===== config.mk =====
export PLATFORM = sky130hd
export DESIGN_NAME = conv_window_sched_flat
export DESIGN_NICKNAME = d
export VERILOG_FILES = /design/src/rtl/conv_window_sched_if.sv /design/src/rtl/conv_window_sched.sv /design/src/flat_wrapper.sv
export SDC_FILE = /design/constraint.sdc
export NUM_CORES = 1
export LEC_CHECK = 0
export ABC_CLOCK_PERIOD_IN_PS = 6200
export BUFFER_PORTS_ARGS = -buffer_cell sky130_fd_sc_hd__buf_2
export CAP_MARGIN = 20
export CORE_ASPECT_RATIO = 1.4
export CORE_MARGIN = 8
export CORE_UTILIZATION = 55
export CTS_CLUSTER_DIAMETER = 200
export DETAILED_ROUTE_END_ITERATION = 6
export GPL_TIMING_DRIVEN = 0
export PLACE_DENSITY = 0.89
export SETUP_SLACK_MARGIN = 0.2
export SLEW_MARGIN = 20
export SYNTH_ARGS = -nofsm -noshare
export SYNTH_HDL_FRONTEND = slang
export SYNTH_SLANG_ARGS = --single-unit

===== constraint.sdc =====
create_clock -name clk -period 6.2 [get_ports clk]
set_input_delay 0.62 -clock clk [delete_from_list [all_inputs] [get_ports clk]]
set_output_delay 0.62 -clock clk [all_outputs]
set_load 0.02 [all_outputs]

===== src/rtl/conv_window_sched_if.sv =====
// conv_window_sched_if
//   Bundles the scheduler's three traffic groups: window requests to the
//   convolution engine, results coming back from the engine, and writes
//   into the result store.
//
//   Parameters: ADDR_W (result address width), RES_W (result word width).
//
//   master modport (scheduler side):
//     out win_valid, win_row[7:0], win_col[7:0], win_new_row
//     in  win_ready
//     in  res_valid, res_data[RES_W-1:0]
//     out res_ready
//     out wr_en, wr_addr[ADDR_W-1:0], wr_data[RES_W-1:0]
//   slave modport: the same signals, directions reversed.

interface conv_window_sched_if #(
    parameter int ADDR_W = 8,
    parameter int RES_W  = 16
);
    logic              win_valid;
    logic              win_ready;
    logic [7:0]        win_row;
    logic [7:0]        win_col;
    logic              win_new_row;
    logic              res_valid;
    logic [RES_W-1:0]  res_data;
    logic              res_ready;
    logic              wr_en;
    logic [ADDR_W-1:0] wr_addr;
    logic [RES_W-1:0]  wr_data;

    modport master (
        output win_valid, win_row, win_col, win_new_row,
        input  win_ready,
        input  res_valid, res_data,
        output res_ready,
        output wr_en, wr_addr, wr_data
    );

    modport slave (
        input  win_valid, win_row, win_col, win_new_row,
        output win_ready,
        output res_valid, res_data,
        input  res_ready,
        input  wr_en, wr_addr, wr_data
    );
endinterface


===== src/rtl/conv_window_sched.sv =====
// conv_window_sched
//   Job sequencer for the single-window convolution engine. On start it
//   raster-scans every OUT x OUT output position, issues one window request
//   per position, waits for the engine result and writes it to the result
//   store at address row*OUT+col. A job can be aborted at any point while
//   it is running.
//
//   Ports:
//     clk        in   rising-edge clock
//     rst        in   synchronous, active-high reset
//     start      in   begin a job (only looked at in IDLE)
//     abort      in   cancel the running job (ISSUE/WAIT/WRITE)
//     busy       out  job in progress (ISSUE/WAIT/WRITE)
//     done       out  one-cycle pulse after the last write of a full job
//     aborted    out  one-cycle pulse, the cycle after abort is taken
//     err        out  sticky: result arrived while not in WAIT
//     bus        master side of conv_window_sched_if (window request,
//                engine result, result-store write)
//   Optional (macro CONV_SCHED_PERF_EN):
//     cyc_cnt    out  busy cycles of the current/last job, saturating
//     stall_cnt  out  ISSUE cycles without win_ready plus WAIT cycles
//                     without res_valid, saturating
//
//   state  | meaning
//   IDLE   | waiting for start
//   ISSUE  | window request valid, waiting for win_ready
//   WAIT   | res_ready high, waiting for the engine result
//   WRITE  | writing captured result, stepping to next position
//   FIN    | done pulse, back to IDLE

module conv_window_sched #(
    parameter int IMAGE_WIDTH  = 5,
    parameter int IMAGE_HEIGHT = 5,
    parameter int FILTER_SIZE  = 3,
    parameter int OUT          = IMAGE_HEIGHT - FILTER_SIZE + 1,
    parameter int ADDR_W       = 8,
    parameter int RES_W        = 16
) (
    input  logic clk,
    input  logic rst,
    input  logic start,
    input  logic abort,
    output logic busy,
    output logic done,
    output logic aborted,
    output logic err,
`ifdef CONV_SCHED_PERF_EN
    output logic [31:0] cyc_cnt,
    output logic [31:0] stall_cnt,
`endif
    conv_window_sched_if.master bus
);

    // The scan only uses OUT (derived from the height); a non-square image
    // or an address space too small for OUT*OUT results is a build error.
    if (IMAGE_WIDTH != IMAGE_HEIGHT || OUT < 1 || OUT > 255 ||
        (OUT * OUT - 1) >= (1 << ADDR_W)) begin : g_bad_cfg
        $error("conv_window_sched: illegal geometry parameters");
    end

    typedef enum logic [2:0] {
        S_IDLE,
        S_ISSUE,
        S_WAIT,
        S_WRITE,
        S_FIN
    } state_t;

    localparam logic [7:0] LAST = 8'(OUT - 1);

    state_t           state_q, state_d;
    logic [7:0]       row_q, row_d;
    logic [7:0]       col_q, col_d;
    logic [RES_W-1:0] data_q;
    logic             err_q;
    logic             aborted_q;
    logic             start_acc;
    logic             in_job;
    logic             abort_acc;

    assign start_acc = (state_q == S_IDLE) && start;
    assign in_job    = (state_q == S_ISSUE) || (state_q == S_WAIT) ||
                       (state_q == S_WRITE);
    assign abort_acc = in_job && abort;

    always_ff @(posedge clk) begin
        if (rst) begin
            state_q   <= S_IDLE;
            row_q     <= '0;
            col_q     <= '0;
            data_q    <= '0;
            err_q     <= 1'b0;
            aborted_q <= 1'b0;
        end else begin
            state_q   <= state_d;
            row_q     <= row_d;
            col_q     <= col_d;
            aborted_q <= abort_acc;
            if (state_q == S_WAIT && bus.res_valid && !abort)
                data_q <= bus.res_data;
            // A stray result in the same cycle as an accepted start still
            // flags, so the error is never silently lost.
            err_q <= (err_q && !start_acc) ||
                     (bus.res_valid && state_q != S_WAIT);
        end
    end

    always_comb begin
        state_d = state_q;
        row_d   = row_q;
        col_d   = col_q;
        case (state_q)
            S_IDLE: begin
                if (start) begin
                    state_d = S_ISSUE;
                    row_d   = '0;
                    col_d   = '0;
                end
            end
            S_ISSUE: begin
                if (abort)
                    state_d = S_IDLE;
                else if (bus.win_ready)
                    state_d = S_WAIT;
            end
            S_WAIT: begin
                if (abort)
                    state_d = S_IDLE;
                else if (bus.res_valid)
                    state_d = S_WRITE;
            end
            S_WRITE: begin
                // The write strobe is driven from the state, so an abort
                // here still lets this cycle's write through.
                if (abort) begin
                    state_d = S_IDLE;
                end else if (row_q == LAST && col_q == LAST) begin
                    state_d = S_FIN;
                end else if (col_q == LAST) begin
                    state_d = S_ISSUE;
                    col_d   = '0;
                    row_d   = row_q + 8'd1;
                end else begin
                    state_d = S_ISSUE;
                    col_d   = col_q + 8'd1;
                end
            end
            S_FIN: begin
                state_d = S_IDLE;
            end
            default: begin
                state_d = S_IDLE;
            end
        endcase
    end

    assign busy    = in_job;
    assign done    = (state_q == S_FIN);
    assign aborted = aborted_q;
    assign err     = err_q;

    assign bus.win_valid   = (state_q == S_ISSUE);
    assign bus.win_row     = row_q;
    assign bus.win_col     = col_q;
    assign bus.win_new_row = (state_q == S_ISSUE) && (col_q == 8'd0);
    assign bus.res_ready   = (state_q == S_WAIT);
    assign bus.wr_en       = (state_q == S_WRITE);
    assign bus.wr_addr     = ADDR_W'(row_q) * ADDR_W'(OUT) + ADDR_W'(col_q);
    assign bus.wr_data     = data_q;

`ifdef CONV_SCHED_PERF_EN
    logic [31:0] cyc_q;
    logic [31:0] stall_q;
    logic        stall_now;

    assign stall_now = (state_q == S_ISSUE && !bus.win_ready) ||
                       (state_q == S_WAIT  && !bus.res_valid);

    // Counting only while busy freezes both counters at FIN or abort.
    always_ff @(posedge clk) begin
        if (rst) begin
            cyc_q   <= '0;
            stall_q <= '0;
        end else if (start_acc) begin
            cyc_q   <= '0;
            stall_q <= '0;
        end else begin
            if (in_job && cyc_q != '1)
                cyc_q <= cyc_q + 32'd1;
            if (stall_now && stall_q != '1)
                stall_q <= stall_q + 32'd1;
        end
    end

    assign cyc_cnt   = cyc_q;
    assign stall_cnt = stall_q;
`endif

endmodule

===== src/flat_wrapper.sv =====
// flat-port wrapper written by rule: the top's interface ports become plain ports
module conv_window_sched_flat 
#(
    parameter int IMAGE_WIDTH  = 5,
    parameter int IMAGE_HEIGHT = 5,
    parameter int FILTER_SIZE  = 3,
    parameter int OUT          = IMAGE_HEIGHT - FILTER_SIZE + 1,
    parameter int ADDR_W       = 8,
    parameter int RES_W        = 16
)
  (clk, rst, start, abort, busy, done, aborted, err, bus_win_valid, bus_win_row, bus_win_col, bus_win_new_row, bus_win_ready, bus_res_valid, bus_res_data, bus_res_ready, bus_wr_en, bus_wr_addr, bus_wr_data);
  conv_window_sched_if #(.ADDR_W(ADDR_W), .RES_W(RES_W)) bus_i ();
  input  logic clk;
  input  logic rst;
  input  logic start;
  input  logic abort;
  output logic busy;
  output logic done;
  output logic aborted;
  output logic err;
  output wire logic [$bits(bus_i.win_valid)-1:0] bus_win_valid;
  output wire logic [$bits(bus_i.win_row)-1:0] bus_win_row;
  output wire logic [$bits(bus_i.win_col)-1:0] bus_win_col;
  output wire logic [$bits(bus_i.win_new_row)-1:0] bus_win_new_row;
  input wire logic [$bits(bus_i.win_ready)-1:0] bus_win_ready;
  input wire logic [$bits(bus_i.res_valid)-1:0] bus_res_valid;
  input wire logic [$bits(bus_i.res_data)-1:0] bus_res_data;
  output wire logic [$bits(bus_i.res_ready)-1:0] bus_res_ready;
  output wire logic [$bits(bus_i.wr_en)-1:0] bus_wr_en;
  output wire logic [$bits(bus_i.wr_addr)-1:0] bus_wr_addr;
  output wire logic [$bits(bus_i.wr_data)-1:0] bus_wr_data;
  assign bus_win_valid = bus_i.win_valid;
  assign bus_win_row = bus_i.win_row;
  assign bus_win_col = bus_i.win_col;
  assign bus_win_new_row = bus_i.win_new_row;
  assign bus_i.win_ready = bus_win_ready;
  assign bus_i.res_valid = bus_res_valid;
  assign bus_i.res_data = bus_res_data;
  assign bus_res_ready = bus_i.res_ready;
  assign bus_wr_en = bus_i.wr_en;
  assign bus_wr_addr = bus_i.wr_addr;
  assign bus_wr_data = bus_i.wr_data;
  conv_window_sched #(.IMAGE_WIDTH(IMAGE_WIDTH), .IMAGE_HEIGHT(IMAGE_HEIGHT), .FILTER_SIZE(FILTER_SIZE), .OUT(OUT), .ADDR_W(ADDR_W), .RES_W(RES_W)) u_core (.clk(clk), .rst(rst), .start(start), .abort(abort), .busy(busy), .done(done), .aborted(aborted), .err(err), .bus(bus_i));
endmodule

==> results.ini, run 1 <==
[setup_path]
path_cells = fa_1, ha_1, fa_1, a211oi_1, o21bai_1, a21oi_1, xnor2_1, buf_2
crit_type = reg2out
worst_path_dominant_cell_family = adder cells
crit_required_ns = 5.58
path_max_fanout = 9
cp-endpoint = bus_wr_addr[7]
launch_point_of_the_critical_path = u_core.bus.win_row[0]$_SDFFE_PP0P_
critical_path.endpoint_type = primary output
regToRegSetupSlack_ns = 3.80
arrival_ns = 3.00
crit_path_frequent_cell = sky130_fd_sc_hd__fa_1
worst-path-buf-inv = 1
timing.critical_path.depth = 8
critical_path.slowest_cell = sky130_fd_sc_hd__dfxtp_1
cp-start-kind = flop
r2r_end = u_core.bus.win_row[5]$_SDFFE_PP0P_
critical_path.reg2reg.startpoint = u_core.bus.win_col[1]$_SDFFE_PP0P_
worst-r2r-cell-count = 7
cp_slowest_stage_delay_ns = 0.55

[clock_network]
cts.reportedPaths.clkPinSlew_ns = 0.08
maximum_root_to_sink_buffer_count = 2
postcts_resize_cnt = 0
cts-buffers-inserted = 5
numClockSinks = 37
cts.repair_timing.setup_buffer_count = 0
clock_tree.htree_level_count = 2
cts.hold.buffers_added = 0
tritoncts = yes
clk-insertion-delay-late_ns = 0.30
clock_tree.root_cell = sky130_fd_sc_hd__clkbuf_8

[yosys]
netlist_area_um2 = 2280
syn_avg_cell_area_um2 = 8.32
synth_cell_type_count = 46
seq_area_frac_synth_pct = 32.5
syn_nets = 323
count_of_warnings_emitted_by_yosys = 0
post-synth-top-area-fraction_pct = 32.5
post_syn_instances = 274
synth_top_area_cell = sky130_fd_sc_hd__dfxtp_1
synth-edff-count = 0
synth-async-reset-ratio_pct = 0
ys_dominant_reg_cell = sky130_fd_sc_hd__dfxtp_1
synth_seq_cells = 37
top_post_synthesis_cells_by_area = sky130_fd_sc_hd__dfxtp_1 32%, sky130_fd_sc_hd__ha_1 11%, sky130_fd_sc_hd__a21oi_1 7.0%

[place]
finalWeightedCongestion = 0.868
dp.final_hpwl_um = 4640
port-buffer-count = 69

[finish]
layout_common_cells = 73 x sky130_fd_sc_hd__buf_2, 40 x sky130_fd_sc_hd__nand2_1, 37 x sky130_fd_sc_hd__dfxtp_1
final_common_cell = sky130_fd_sc_hd__buf_2
fin_nets = 399
synthToLayoutAreaGrowth_pct = 22.4
n_antenna_cell = 0
drive_gt1_share_pct = 24.8

[sta]
report.final.slew_viol_count = 0
layout_min_cycle_time_ns = 3.62
fin_skew_ns = 0.0129
setup_repair_after_global_routing_missed_its_margin = no
clock.fmax_mhz = 276
tightestPinTransition_ns = 0.642
hold_viol = 0
setup_viol_count_final = 0
slew_headroom_pct = 57.2
period_share_pct = 58.5
setup_total_negative_slack_ns = 0

[floorplan]
die_x_um = 70.4
core_area_um2 = 3950
core.rowCount = 27
floorplan.initialDensity_pct = 57.7
die_h_um = 92.2
design.portCount = 70
floorplan.die_area_um2 = 6490

[global_routing]
first_global_vias = 2259
overflow = 0
first_pass_grt_wire_length_um = 10200
antenna_found_initial = 0
grt_start_max_net_pins = 13
grt_usage_pct = 18.8

[pwr]
power_leakage_nw = 1.29
ir_drop_worst_vdd_mv = 0.207
p_total_mw = 0.500
power_per_cell_area_nw_per_um2 = 179

[routing]
drt_first_iter_violations = 106
totalWireLength_um = 6090
drt_first_pass_iters = 4
final_antenna_net_count = 0
detailroute.via_count = 2277
drt-wirelength-per-cell_um = 15.4
number_of_vias_per_cell_after_detailed_routing = 5.78
number_of_drc_violations_after_detailed_routing = 0

[status]
run_status = complete, no violations

[job]
max-cap-violations = 0

[min_path]
hold_crit_class = reg2reg

stage by stage:
stage	instance area (um^2)	worst slack, ns	util, %	cells	hold WS [ns]
global placement	2680	2.95	67.8	386	0.438
floorplan	2280	3.10	-	274	0.535
global route	2790	2.42	70.6	394	0.477
CTS	2790	2.54	70.6	394	0.454
detailed placement	2680	2.89	67.8	386	0.443
finish	2790	2.58	70.6	394	0.452
report_power, final:
part / internal (mW) / switching (mW)
Combinational: 0.0162 / 0.0297
Clock: 0.121 / 0.0911
Sequential: 0.240 / 0.00173
Total: 0.377 / 0.123
worst reg2reg max path, cell delays in order (launching register included):
cell and delay (ns):
sky130_fd_sc_hd__dfxtp_1 0.54, sky130_fd_sc_hd__ha_1 0.21, sky130_fd_sc_hd__or3b_2 0.43, sky130_fd_sc_hd__clkbuf_1 0.18, sky130_fd_sc_hd__o21a_1 0.25, sky130_fd_sc_hd__buf_2 0.20, sky130_fd_sc_hd__o311ai_0 0.33, sky130_fd_sc_hd__o21ai_0 0.15
cell type report:
cell class,count,area (um^2)
multi-input cells,210,1430
fillers,332,1160
flip-flops and latches,37,741
repair buffers,69,345
clock buffers,6,72.6
plain buffers,14,65.1
well taps,43,53.8
inverters,13,48.8
clock inverters,2,38.8
state kept, by name, summed over array words and instances, names as in the netlist:
| register | cells |
|---|---|
| u_core.aborted | 1 |
| u_core.state_q | 3 |
| u_core.bus.wr_data | 16 |
| u_core.err | 1 |
| u_core.bus.win_row | 8 |
| u_core.bus.win_col | 8 |
cells by family after synthesis:
kind of cell | synth area share (%)
xor+xnor | 2.69
flops | 32.5
fa+ha+maj | 17.1
simple gates | 22.8
buf+inv | 4.99
compound gates | 19.9
per-layer routing:
metal / vias up / part of all wire, % / wire [um] / track usage [%]
li1: 1127 / - / - / -
met3: 12 / 9.3 / 567 / 7.44
met5: - / 0 / 0 / 0
met4: 0 / 2.7 / 165 / 8.91
met1: 1050 / 38 / 2300 / 19.1
met2: 88 / 50 / 3050 / 32.6
worst min-delay path by stage:
| stage | start | to | slack [ns] | depth (start not counted) |
|---|---|---|---|---|
| floorplan | u_core.bus.wr_data[0]$_SDFFE_PP0P_ | u_core.bus.wr_data[0]$_SDFFE_PP0P_ | 0.53 | 2 |
| global placement | u_core.bus.wr_data[1]$_SDFFE_PP0P_ | u_core.bus.wr_data[1]$_SDFFE_PP0P_ | 0.44 | 2 |
| detailed placement | u_core.bus.wr_data[11]$_SDFFE_PP0P_ | u_core.bus.wr_data[11]$_SDFFE_PP0P_ | 0.44 | 2 |
| CTS | u_core.bus.wr_data[11]$_SDFFE_PP0P_ | u_core.bus.wr_data[11]$_SDFFE_PP0P_ | 0.45 | 2 |
| global route | u_core.bus.wr_data[11]$_SDFFE_PP0P_ | u_core.bus.wr_data[11]$_SDFFE_PP0P_ | 0.48 | 2 |
| finish | u_core.bus.wr_data[11]$_SDFFE_PP0P_ | u_core.bus.wr_data[11]$_SDFFE_PP0P_ | 0.45 | 2 |
Yosys cell counts, types with 6 or more instances:
| master | count |
|---|---|
| sky130_fd_sc_hd__o311ai_0 | 6 |
| sky130_fd_sc_hd__o21ai_0 | 13 |
| sky130_fd_sc_hd__clkbuf_1 | 8 |
| sky130_fd_sc_hd__nor2_1 | 18 |
| sky130_fd_sc_hd__nand2_1 | 40 |
| sky130_fd_sc_hd__nand3_1 | 13 |
| sky130_fd_sc_hd__fa_1 | 7 |
| sky130_fd_sc_hd__dfxtp_1 | 37 |
| sky130_fd_sc_hd__a21oi_1 | 32 |
| sky130_fd_sc_hd__inv_1 | 12 |
| sky130_fd_sc_hd__ha_1 | 20 |
Power figures use the tool's default switching activity.
==> inputs of run 2 (changes only) <==
- ABC_CLOCK_PERIOD_IN_PS: 6200 -> 3000
- CORE_UTILIZATION: 55 -> 46
- PLACE_DENSITY: 0.89 -> 0.8
- clock period: 6.2 -> 3 ns (I/O delays scaled with it)
==> run 2 against run 1 <==
Sequential power up 100%; highest routed layer unchanged; clock-buffer cell count up 1; register-to-register slack worse by 3.2 ns; first-iteration DRC count up 25%; utilization down 9.6 points; hold slack worse by 0.21 ns; combinational power up 110%; via count up 3.4%; design area up 5.1%; non-clock buffer count up 9; routed wire length up 7.1%; clock skew down 0.0041 ns.
==> results.ini, run 2 (synthesis gave the netlist of run 1 again) <==
[status]
run_status = complete, no violations

[routing]
number_of_vias_per_cell_after_detailed_routing = 5.55  ; -3.9%
detailroute.via_count = 2355  ; +3.4%
drt_first_pass_iters = 4  ; unchanged
final_antenna_net_count = 0  ; unchanged
number_of_drc_violations_after_detailed_routing = 0  ; unchanged
totalWireLength_um = 6520  ; +7.1%
drt_first_iter_violations = 132  ; +25%
drt-wirelength-per-cell_um = 15.4  ; -0.45%

[floorplan]
die_x_um = 75.5  ; +7.2%
design.portCount = 70  ; unchanged
die_h_um = 99.3  ; +7.7%
core_area_um2 = 4800  ; +22%
floorplan.die_area_um2 = 7500  ; +16%
core.rowCount = 30  ; +11%
floorplan.initialDensity_pct = 47.4  ; -10 points

[place]
port-buffer-count = 69  ; unchanged
finalWeightedCongestion = 0.850  ; -2.0%
place_area_um2 = 2710  ; +0.98%
pre_cts_slack_ns = 0.00521  ; -2.88 ns
dp.final_hpwl_um = 4760  ; +2.7%

[sta]
hold_viol = 0  ; unchanged
setup_repair_after_global_routing_missed_its_margin = yes
period_share_pct = 97.2
fin_skew_ns = 0.00876  ; -0.00413 ns
setup_total_negative_slack_ns = 0  ; unchanged
whs_ns = 0.240  ; -0.212 ns
clock.fmax_mhz = 343
setup_viol_count_final = 0  ; unchanged
tightestPinTransition_ns = 0.659  ; +0.0170 ns
timing.final.ws_setup_ns = 0.0840  ; -2.49 ns
report.final.slew_viol_count = 0  ; unchanged
slew_headroom_pct = 56.1  ; -1.1 points
layout_min_cycle_time_ns = 2.92

[setup_path]
worst-path-buf-inv = 2  ; +1
cp_slowest_stage_delay_ns = 0.51  ; -0.04 ns
crit_path_frequent_cell = sky130_fd_sc_hd__buf_4
crit_type = reg2out
cp-start-kind = flop
critical_path.slowest_cell = sky130_fd_sc_hd__fa_1
worst_path_dominant_cell_family = adder cells
crit_required_ns = 2.70  ; -2.88 ns
path_cells = fa_1, buf_4, fa_2, a211oi_2, o21bai_1, a21oi_2, xnor2_1, buf_4
path_max_fanout = 3  ; -6
critical_path.endpoint_type = primary output
arrival_ns = 2.62  ; -0.38 ns

[pwr]
power_leakage_nw = 1.34  ; +4.2%
ir_drop_worst_vdd_mv = 0.318  ; +54%
p_total_mw = 0.982  ; +97%
power_per_cell_area_nw_per_um2 = 335  ; +87%

[finish]
final_common_cell = sky130_fd_sc_hd__buf_2
fillCellCount = 444  ; +34%
drive_gt1_share_pct = 31.4  ; +6.6 points
fin_nets = 408  ; +2.3%
area_taken_by_flip_flops_and_latches_um2 = 766  ; +3.4%
n_antenna_cell = 0  ; unchanged
synthToLayoutAreaGrowth_pct = 28.6
multi_input_area_um2 = 1450  ; +1.9%
final_area_um2 = 2930  ; +5.1%
largest_register_ff_count = 16  ; unchanged
layout_common_cells = 71 x sky130_fd_sc_hd__buf_2, 40 x sky130_fd_sc_hd__nand2_1, 30 x sky130_fd_sc_hd__a21oi_1

[global_routing]
top_usage_layer = met2
first_pass_grt_wire_length_um = 10700  ; +4.9%
first_global_vias = 2379  ; +5.3%
grtUsageMet2_pct = 30.0  ; -2.5 points
grt_start_max_net_pins = 12  ; -1
globalRouteMet3Util_pct = 6.34  ; -1.1 points
overflow = 0  ; unchanged
antenna_found_initial = 0  ; unchanged
grt.met1_usage_pct = 19.3  ; +0.24 points
grt_usage_pct = 17.9  ; -0.89 points

[clock_network]
clock_tree.root_cell = sky130_fd_sc_hd__clkbuf_8
cts-buffers-inserted = 5  ; unchanged
clk-insertion-delay-late_ns = 0.29  ; about the same
tritoncts = yes
numClockSinks = 37  ; unchanged
cts.reportedPaths.clkPinSlew_ns = 0.07  ; about the same
clock_tree.htree_level_count = 2  ; unchanged
maximum_root_to_sink_buffer_count = 2  ; unchanged

[min_path]
hold_crit_class = in2reg

[job]
max-cap-violations = 0  ; unchanged

[run 2: timing repair]
action,in CTS,in global routing
hold buffers,0,0
endpoints found under the setup margin,3,2
buffers inserted,6,3
gates resized for setup,23,1
pin swaps,6,5
[run 2: final timing paths]
path	slack (ns)	endpoint	cells past startpoint	start
worst max-delay path	0.08	bus_wr_addr[7]	8	u_core.bus.win_row[1]$_SDFFE_PP0P_
worst min-delay path	0.24	u_core.bus.wr_data[3]$_SDFFE_PP0P_	3	bus_res_data[3]
worst max register to register	0.65	u_core.bus.win_row[4]$_SDFFE_PP0P_	8	u_core.bus.win_col[1]$_SDFFE_PP0P_
worst min register to register	0.45	u_core.bus.wr_data[11]$_SDFFE_PP0P_	2	u_core.bus.wr_data[11]$_SDFFE_PP0P_
[run 2: where the power goes]
| part | switching [mW] | total (mW) | internal (mW) |
|---|---|---|---|
| logic | 0.0619 | 0.0953 | 0.0335 |
| registers | 0.00376 | 0.495 | 0.492 |
| clock network | 0.183 | 0.391 | 0.208 |
| total | 0.249 | 0.982 | 0.733 |
[run 2: area by class of cell]
| cell class | count | share of cell area [%] |
|---|---|---|
| timing repair buffer | 78 | 14.3 |
| clock inverter | 1 | 0.171 |
| tap | 64 | 2.73 |
| sequential | 37 | 26.1 |
| buffer | 14 | 2.22 |
| multi-input combinational | 210 | 49.6 |
| clock buffer | 7 | 3.29 |
| inverter | 13 | 1.66 |
[run 2: routing by layer]
layer  up-vias  routed length, um
li1       1150                  -
met1      1093               2510
met2        95               3190
met3        17                646
met4         0                172
met5         -                  0
[run 2: metrics by stage]
| stage | cells | util [%] |
|---|---|---|
| 6_report | 424 | 61.0 |
| 5_1_grt | 424 | 61.0 |
| 4_1_cts | 421 | 60.5 |
| 3_5_place_dp | 407 | 56.3 |
| 3_3_place_gp | 407 | 56.3 |
| 2_1_floorplan | 274 | - |
[run 2: worst min-delay path, cell delays in order]
cell and delay, ns:
sky130_fd_sc_hd__buf_2 0.09, sky130_fd_sc_hd__nand2_1 0.04, sky130_fd_sc_hd__a21oi_1 0.05
